### src/rtl/pueo_trig_scheduler.sv
// pueo_trig_scheduler
// Trigger admission controller between the trigger source and the URAM
// readout / event-buffer path. Gates triggers by run state, enforces a
// programmable holdoff after each admitted trigger, and tracks outstanding
// events against the buffer depth using credits returned by the readout.
//
// Strobe semantics: every *_valid / *_done / run_* signal here is a one-cycle
// qualifier with no ready/back-pressure. A strobe high in cycle t is consumed
// in cycle t. The associated data (trig_time_*, event_no_o) is meaningful only
// while its strobe is high; the outputs hold their last admitted values.
//
// Ports:
//   aclk_i, aresetn_i  clock, asynchronous active-low reset
//   run_start_i        one-cycle run start request
//   run_stop_i         one-cycle run stop request
//   holdoff_i          idle cycles enforced after each admitted trigger
//   trig_time_i        trigger time, qualified by trig_valid_i
//   trig_valid_i       trigger strobe
//   readout_done_i     one buffer slot returned by the readout
//   trig_time_o        admitted trigger time, qualified by trig_valid_o
//   trig_valid_o       admitted trigger strobe
//   event_no_o         event number of the admitted trigger
//   run_rst_o          one-cycle pulse the cycle after a run starts
//   running_o          high in RUN
//   busy_o             high while any event is outstanding
//   outstanding_o      events admitted but not yet read out
//   dropped_o          triggers rejected for full buffer this run (saturating)
//   state_o            debug view of the FSM state (0 IDLE, 1 RUN, 2 DRAIN)
module pueo_trig_scheduler #(
  parameter int TIME_BITS = 16,
  parameter int NBUF      = 4,
  parameter int CNT_BITS  = 16
) (
  input  logic                         aclk_i,
  input  logic                         aresetn_i,
  input  logic                         run_start_i,
  input  logic                         run_stop_i,
  input  logic [15:0]                  holdoff_i,
  input  logic [TIME_BITS-1:0]         trig_time_i,
  input  logic                         trig_valid_i,
  input  logic                         readout_done_i,
  output logic [TIME_BITS-1:0]         trig_time_o,
  output logic                         trig_valid_o,
  output logic [CNT_BITS-1:0]          event_no_o,
  output logic                         run_rst_o,
  output logic                         running_o,
  output logic                         busy_o,
  output logic [$clog2(NBUF+1)-1:0]    outstanding_o,
  output logic [CNT_BITS-1:0]          dropped_o,
  output logic [1:0]                   state_o
);

  localparam int OW = $clog2(NBUF + 1);
  localparam logic [OW-1:0] NBUF_W = OW'(NBUF);

  typedef enum logic [1:0] {
    S_IDLE  = 2'd0,
    S_RUN   = 2'd1,
    S_DRAIN = 2'd2
  } state_t;

  state_t              state_q, state_d;
  logic [CNT_BITS-1:0] event_cnt_q;
  logic [15:0]         hold_cnt_q;
  logic [OW-1:0]       outstanding_q;

  logic start_go;
  logic trig_ok;
  logic admit;
  logic reject;
  logic credit_ret;

  // State register
  always_ff @(posedge aclk_i or negedge aresetn_i) begin
    if (!aresetn_i) begin
      state_q <= S_IDLE;
    end else begin
      state_q <= state_d;
    end
  end

  // Next-state logic
  always_comb begin
    state_d = state_q;
    case (state_q)
      S_IDLE:  if (run_start_i && !run_stop_i) state_d = S_RUN;
      S_RUN:   if (run_stop_i) state_d = S_DRAIN;
      // Leaves one cycle after the registered count first reads zero.
      S_DRAIN: if (outstanding_q == '0) state_d = S_IDLE;
      default: state_d = S_IDLE;
    endcase
  end

  // Output / control decode
  always_comb begin
    running_o  = (state_q == S_RUN);
    state_o    = state_q;
    busy_o     = (outstanding_q != '0);
    start_go   = (state_q == S_IDLE) && run_start_i && !run_stop_i;
    // A stop in the same cycle pre-empts the trigger entirely.
    trig_ok    = (state_q == S_RUN) && !run_stop_i && trig_valid_i &&
                 (hold_cnt_q == '0);
    admit      = trig_ok && (outstanding_q < NBUF_W);
    reject     = trig_ok && (outstanding_q >= NBUF_W);
    // Credits at zero are spurious and ignored rather than wrapping.
    credit_ret = readout_done_i && (outstanding_q != '0);
  end

  // Datapath: counters and registered outputs
  always_ff @(posedge aclk_i or negedge aresetn_i) begin
    if (!aresetn_i) begin
      event_cnt_q   <= '0;
      hold_cnt_q    <= '0;
      outstanding_q <= '0;
      dropped_o     <= '0;
      trig_time_o   <= '0;
      trig_valid_o  <= 1'b0;
      event_no_o    <= '0;
      run_rst_o     <= 1'b0;
    end else begin
      trig_valid_o <= admit;
      run_rst_o    <= start_go;

      if (start_go) begin
        event_cnt_q <= '0;
        dropped_o   <= '0;
        hold_cnt_q  <= '0;
      end else begin
        if (admit) begin
          trig_time_o <= trig_time_i;
          event_no_o  <= event_cnt_q;
          event_cnt_q <= event_cnt_q + CNT_BITS'(1);
          hold_cnt_q  <= holdoff_i;
        end else if (hold_cnt_q != '0) begin
          hold_cnt_q <= hold_cnt_q - 16'd1;
        end

        if (reject && (dropped_o != '1)) begin
          dropped_o <= dropped_o + CNT_BITS'(1);
        end
      end

      if (admit && !credit_ret) begin
        outstanding_q <= outstanding_q + OW'(1);
      end else if (!admit && credit_ret) begin
        outstanding_q <= outstanding_q - OW'(1);
      end
    end
  end

  assign outstanding_o = outstanding_q;

endmodule

### config.mk
export PLATFORM = sky130hd
export DESIGN_NAME = pueo_trig_scheduler
export DESIGN_NICKNAME = d
export VERILOG_FILES = /design/src/rtl/pueo_trig_scheduler.sv
export SDC_FILE = /design/constraint.sdc
export NUM_CORES = 1
export LEC_CHECK = 0
export CAP_MARGIN = 20
export CORE_MARGIN = 3
export CORE_UTILIZATION = 35
export CTS_CLUSTER_SIZE = 14
export DETAILED_ROUTE_END_ITERATION = 6
export SKIP_LAST_GASP = 1
export SYNTH_ARGS = -nofsm -noshare
export SYNTH_HDL_FRONTEND = slang
export SYNTH_SLANG_ARGS = --single-unit
### constraint.sdc
create_clock -name aclk_i -period 3.1 [get_ports aclk_i]
set_clock_uncertainty 0.15 [all_clocks]
set_input_delay 0.31 -clock aclk_i [delete_from_list [all_inputs] [get_ports aclk_i]]
set_output_delay 0.31 -clock aclk_i [all_outputs]
set_load 0.005 [all_outputs]
==> metrics.txt <==
# TYPE chip_impl_metric gauge
chip_impl_metric{name="hold-path-cell-count",unit=""} 1
chip_impl_info{name="worst_setup_sp_type",value="flop"} 1
chip_impl_metric{name="yosys_warnings",unit=""} 0
chip_impl_metric{name="synth_nets",unit=""} 437
chip_impl_info{name="synth_top_family_by_area",value="simple AND/OR/NAND/NOR gates"} 1
chip_impl_metric{name="core-area",unit="µm²"} 11600
chip_impl_metric{name="reg2reg_depth",unit=""} 9
chip_impl_metric{name="synth.lib_cells_used.distinct",unit=""} 54
chip_impl_metric{name="first_global_vias",unit=""} 3256
chip_impl_info{name="hp-class",value="reg2reg"} 1
chip_impl_metric{name="synthesis.area_per_instance",unit="µm²"} 10.8
chip_impl_metric{name="lkg_pwr",unit="nW"} 2.42
chip_impl_metric{name="crit_path_max_incr_delay",unit="ns"} 0.47
chip_impl_metric{name="dr.first_iter.drc_count",unit=""} 186
chip_impl_info{name="timing.setup.critical_path_class",value="reg2reg"} 1
chip_impl_metric{name="detailed_place.area",unit="µm²"} 5340
chip_impl_metric{name="setup_tns_after_final_layout",unit="ns"} 0
chip_impl_info{name="synth_area_leader_cell",value="sky130_fd_sc_hd__dfrtp_1"} 1
chip_impl_metric{name="syn_to_final_growth",unit="%"} 33.8
chip_impl_metric{name="max_cap_violations",unit=""} 0
chip_impl_metric{name="intPower",unit="mW"} 2.33
chip_impl_info{name="rr_startpoint",value="hold_cnt_q[7]$_DFFE_PN0P_"} 1
chip_impl_metric{name="max-slew-margin-rel",unit="%"} 48.8
chip_impl_metric{name="place.detailed.instances",unit=""} 624
chip_impl_info{name="tritoncts",value="yes"} 1
chip_impl_metric{name="pin_count_of_the_biggest_net_entering_global_routing",unit=""} 88
chip_impl_info{name="rsz0062_at_grt",value="no"} 1
chip_impl_metric{name="rows",unit=""} 39
chip_impl_metric{name="synth_cells",unit=""} 393
chip_impl_metric{name="tritoncts.num_buffers",unit=""} 9
chip_impl_metric{name="cts-root-to-sink-buffers",unit=""} 2
chip_impl_metric{name="post-route-period-util",unit="%"} 86.3
chip_impl_metric{name="post-synth-top-area-fraction",unit="%"} 51.3
chip_impl_metric{name="gp_congestion",unit=""} 0.791
chip_impl_metric{name="detail_route.wirelength",unit="µm"} 9640
chip_impl_metric{name="setup_viol_count_final",unit=""} 0
chip_impl_info{name="netlist_top_cells_area",value="sky130_fd_sc_hd__dfrtp_1 (51%), sky130_fd_sc_hd__mux2_1 (6.4%), sky130_fd_sc_hd__nand2_1 (4.1%), sky130_fd_sc_hd__o21ai_0 (3.5%), sky130_fd_sc_hd__xnor2_1 (2.7%)"} 1
chip_impl_metric{name="post_synthesis_compound_gate_area_fraction",unit="%"} 8.55
chip_impl_metric{name="fin_worst_hold_slack",unit="ns"} 0.324
chip_impl_info{name="outcome",value="finished, final reports clean"} 1
chip_impl_metric{name="detail_route.drc_violations",unit=""} 0
chip_impl_metric{name="drt_pass1_iterations",unit=""} 4
chip_impl_info{name="synth_top_flop_cell",value="sky130_fd_sc_hd__dfrtp_1"} 1
chip_impl_metric{name="synth_edf_count",unit=""} 0
chip_impl_metric{name="insertion_delay",unit="ns"} 0.34
chip_impl_metric{name="fin_area",unit="µm²"} 5680
chip_impl_metric{name="power.share.clock",unit="%"} 33.1
chip_impl_metric{name="antenna_violations_before_repair",unit=""} 0
chip_impl_metric{name="cp_max_fo",unit=""} 6
chip_impl_metric{name="wire_length_of_the_first_global_routing_pass",unit="µm"} 16200
chip_impl_metric{name="sequential_cell_area",unit="µm²"} 2180
chip_impl_metric{name="drt-wirelength-per-cell",unit="µm"} 15.0
chip_impl_metric{name="grt_remaining_overflow",unit=""} 0
chip_impl_metric{name="layout.cells.non_filler",unit=""} 642
chip_impl_metric{name="dpl.hpwl",unit="µm"} 6990
chip_impl_metric{name="critical_path_cell_count",unit=""} 9
chip_impl_metric{name="netSwitchingPower",unit="mW"} 1.02
chip_impl_metric{name="clock_sinks",unit=""} 87
chip_impl_metric{name="worst_ir_drop_vdd",unit="mV"} 0.349
chip_impl_metric{name="timing.final.max_slew_violations",unit=""} 0
chip_impl_metric{name="num-fill-cells",unit=""} 1082
chip_impl_metric{name="ioPinCount",unit=""} 95
chip_impl_metric{name="via_per_inst",unit=""} 5.10
chip_impl_metric{name="cts_max_level",unit=""} 3
chip_impl_info{name="critical_path.top_delay_family",value="simple AND/OR/NAND/NOR gates"} 1
chip_impl_metric{name="place.port_buffers",unit=""} 94
chip_impl_metric{name="synth-simple-area-share",unit="%"} 20.5
chip_impl_metric{name="path_buf_inv",unit=""} 1
chip_impl_metric{name="power.total",unit="mW"} 3.35
chip_impl_metric{name="critical_path_required",unit="ns"} 3.21
chip_impl_metric{name="clkTransAtPathRegs",unit="ns"} 0.07
chip_impl_metric{name="critical_path_arrival",unit="ns"} 2.79
chip_impl_metric{name="cts_setup_buffers",unit=""} 0
chip_impl_metric{name="global_route.usage.total",unit="%"} 15.1
chip_impl_metric{name="num_antenna_cells",unit=""} 0
chip_impl_metric{name="route.antenna.remaining_nets",unit=""} 0
chip_impl_metric{name="multi_input_comb_area",unit="µm²"} 1930
chip_impl_info{name="critPathCaptureType",value="flop"} 1
chip_impl_metric{name="ys_seq_area_share",unit="%"} 51.3
chip_impl_metric{name="seqPwrFrac",unit="%"} 42.6
chip_impl_info{name="path_cells",value="nor4_4 > and3_4 > and3_2 > ha_1 > inv_1 > fa_1 > xor2_1 > nor2_1 > xnor2_1"} 1
chip_impl_metric{name="worst_slew_pin_slew",unit="ns"} 0.761
chip_impl_metric{name="switching_share",unit="%"} 30.5
chip_impl_metric{name="die_area",unit="µm²"} 13500
chip_impl_metric{name="achievable-frequency",unit="MHz"} 374
chip_impl_metric{name="yosys.area_share.xor_xnor",unit="%"} 4.95
chip_impl_info{name="cpMaxStageDelayCell",value="sky130_fd_sc_hd__nor4_4"} 1
chip_impl_metric{name="initial_core_util",unit="%"} 36.6
chip_impl_metric{name="synth_seq_cells",unit=""} 87
chip_impl_metric{name="finalHoldViolCount",unit=""} 0
chip_impl_info{name="worst_hold_startpoint",value="event_cnt_q[15]$_DFFE_PN0P_"} 1
chip_impl_metric{name="timing.final.crit_period",unit="ns"} 2.68
chip_impl_metric{name="combPwrFrac",unit="%"} 24.3
chip_impl_metric{name="nNetsFinal",unit=""} 538
chip_impl_metric{name="synth-adder-area-share",unit="%"} 1.95
chip_impl_metric{name="muxShareOfSynthArea",unit="%"} 9.46
chip_impl_metric{name="cts_resized",unit=""} 0
chip_impl_metric{name="cellPowerDensity",unit="nW/µm²"} 590
chip_impl_metric{name="async_set_or_reset_register_ratio_after_synthesis",unit="%"} 100
chip_impl_metric{name="final_layout_size_suffix_gt1_share",unit="%"} 11.2
chip_impl_metric{name="die_y",unit="µm"} 116
chip_impl_info{name="cp-startpoint",value="hold_cnt_q[7]$_DFFE_PN0P_"} 1
chip_impl_metric{name="die_width",unit="µm"} 116
chip_impl_metric{name="synth_area",unit="µm²"} 4250
chip_impl_metric{name="routed-via-count",unit=""} 3272
chip_impl_info{name="cts.root.buffer_cell",value="sky130_fd_sc_hd__clkbuf_16"} 1
==> metrics by stage <==
step,setup WS [ns],util (%)
after global routing,0.241,48.9
after global placement,0.494,45.9
after floorplan,0.599,-
after detailed placement,0.399,45.9
after CTS,0.386,48.6
final,0.423,48.9
==> cell usage in the layout, fill, tap and decap left out, types with 11 or more instances in the layout <==
| master | count |
|---|---|
| sky130_fd_sc_hd__nand2_1 | 46 |
| sky130_fd_sc_hd__nand3_1 | 11 |
| sky130_fd_sc_hd__xor2_1 | 11 |
| sky130_fd_sc_hd__mux2_1 | 24 |
| sky130_fd_sc_hd__nand4_1 | 16 |
| sky130_fd_sc_hd__dfrtp_1 | 87 |
| sky130_fd_sc_hd__a21oi_1 | 14 |
| sky130_fd_sc_hd__xnor2_1 | 13 |
| sky130_fd_sc_hd__or3_1 | 12 |
| sky130_fd_sc_hd__nor2_1 | 24 |
| sky130_fd_sc_hd__clkdlybuf4s50_1 | 93 |
| sky130_fd_sc_hd__inv_1 | 15 |
| sky130_fd_sc_hd__o21ai_0 | 30 |
==> layer usage <==
metal,wire (µm),GRT usage [%]
met1,4740,21.8
met2,4420,22.6
met3,364,2.44
met4,117,6.50
met5,0,0
==> cell families (layout without fill, tap and decap cells) <==
kind of cell	Yosys count	after routing
buf+inv	28	134
flops	87	87
simple gates	151	151
fa+ha+maj	6	6
compound gates	61	61
xor+xnor	24	24
mux	36	36
==> final cells by class <==
type	instances	area share (%)
inverter	15	0.991
clock inverter	7	1.41
sequential	87	38.3
clock buffer	9	3.97
tap	143	3.15
timing repair buffer	103	18.1
multi-input combinational	278	34.0
==> power groups by stage <==
| stage | Sequential [mW] | Clock (mW) | Combinational, mW |
|---|---|---|---|
| after floorplan | 1.42 | 0 | 0.507 |
| after global placement | 1.45 | 0 | 0.804 |
| after detailed placement | 1.45 | 0 | 0.824 |
| after CTS | 1.43 | 1.14 | 0.827 |
| after global routing | 1.45 | 1.19 | 0.920 |
| final | 1.43 | 1.11 | 0.815 |
==> cell usage after synthesis, types with 3 or more instances <==
| cell type | number |
|---|---|
| sky130_fd_sc_hd__nor4_1 | 6 |
| sky130_fd_sc_hd__or3_1 | 12 |
| sky130_fd_sc_hd__mux2i_1 | 3 |
| sky130_fd_sc_hd__ha_1 | 5 |
| sky130_fd_sc_hd__o21ai_0 | 30 |
| sky130_fd_sc_hd__nor2_1 | 24 |
| sky130_fd_sc_hd__inv_1 | 15 |
| sky130_fd_sc_hd__a31o_2 | 3 |
| sky130_fd_sc_hd__buf_2 | 6 |
| sky130_fd_sc_hd__clkbuf_1 | 3 |
| sky130_fd_sc_hd__nand3_1 | 11 |
| sky130_fd_sc_hd__and4_1 | 3 |
| sky130_fd_sc_hd__nor3_1 | 6 |
| sky130_fd_sc_hd__xor2_1 | 11 |
| sky130_fd_sc_hd__mux2_1 | 24 |
| sky130_fd_sc_hd__nand2_1 | 46 |
| sky130_fd_sc_hd__a21oi_2 | 4 |
| sky130_fd_sc_hd__a21oi_1 | 14 |
| sky130_fd_sc_hd__mux2_2 | 9 |
| sky130_fd_sc_hd__xnor2_1 | 13 |
| sky130_fd_sc_hd__nand4_1 | 16 |
| sky130_fd_sc_hd__dfrtp_1 | 87 |
==> flip-flops by register name (all words and copies together) (netlist names) <==
signal / cells
outstanding_o: 3
hold_cnt_q: 16
trig_valid_o: 1
run_rst_o: 1
event_cnt_q: 16
dropped_o: 16
event_no_o: 16
state_o: 2
trig_time_o: 16
==> what timing repair did <==
item                       4_1_cts  5_1_grt
hold endpoints to repair         0       43
setup endpoints to repair        0        0
hold buffers                     0        1
==> final timing paths <==
check,end,slack (ns)
max,outstanding_o[2]$_DFFE_PN0P_,0.42
min,event_cnt_q[15]$_DFFE_PN0P_,0.32
max reg2reg,outstanding_o[2]$_DFFE_PN0P_,0.42
min reg2reg,event_cnt_q[15]$_DFFE_PN0P_,0.32
max in group asynchronous,event_cnt_q[1]$_DFFE_PN0P_,1.81
min in group asynchronous,event_no_o[8]$_DFFE_PN0P_,0.37
==> worst reg2reg max path: stages, from the launching register on <==
cell and delay [ns]:
sky130_fd_sc_hd__dfrtp_1 0.44, sky130_fd_sc_hd__nor4_4 0.47, sky130_fd_sc_hd__and3_4 0.31, sky130_fd_sc_hd__and3_2 0.23, sky130_fd_sc_hd__ha_1 0.18, sky130_fd_sc_hd__inv_1 0.06, sky130_fd_sc_hd__fa_1 0.37, sky130_fd_sc_hd__xor2_1 0.15
sky130_fd_sc_hd__nor2_1 0.11, sky130_fd_sc_hd__xnor2_1 0.13
Note: power is estimated with default switching activity, not from simulation.
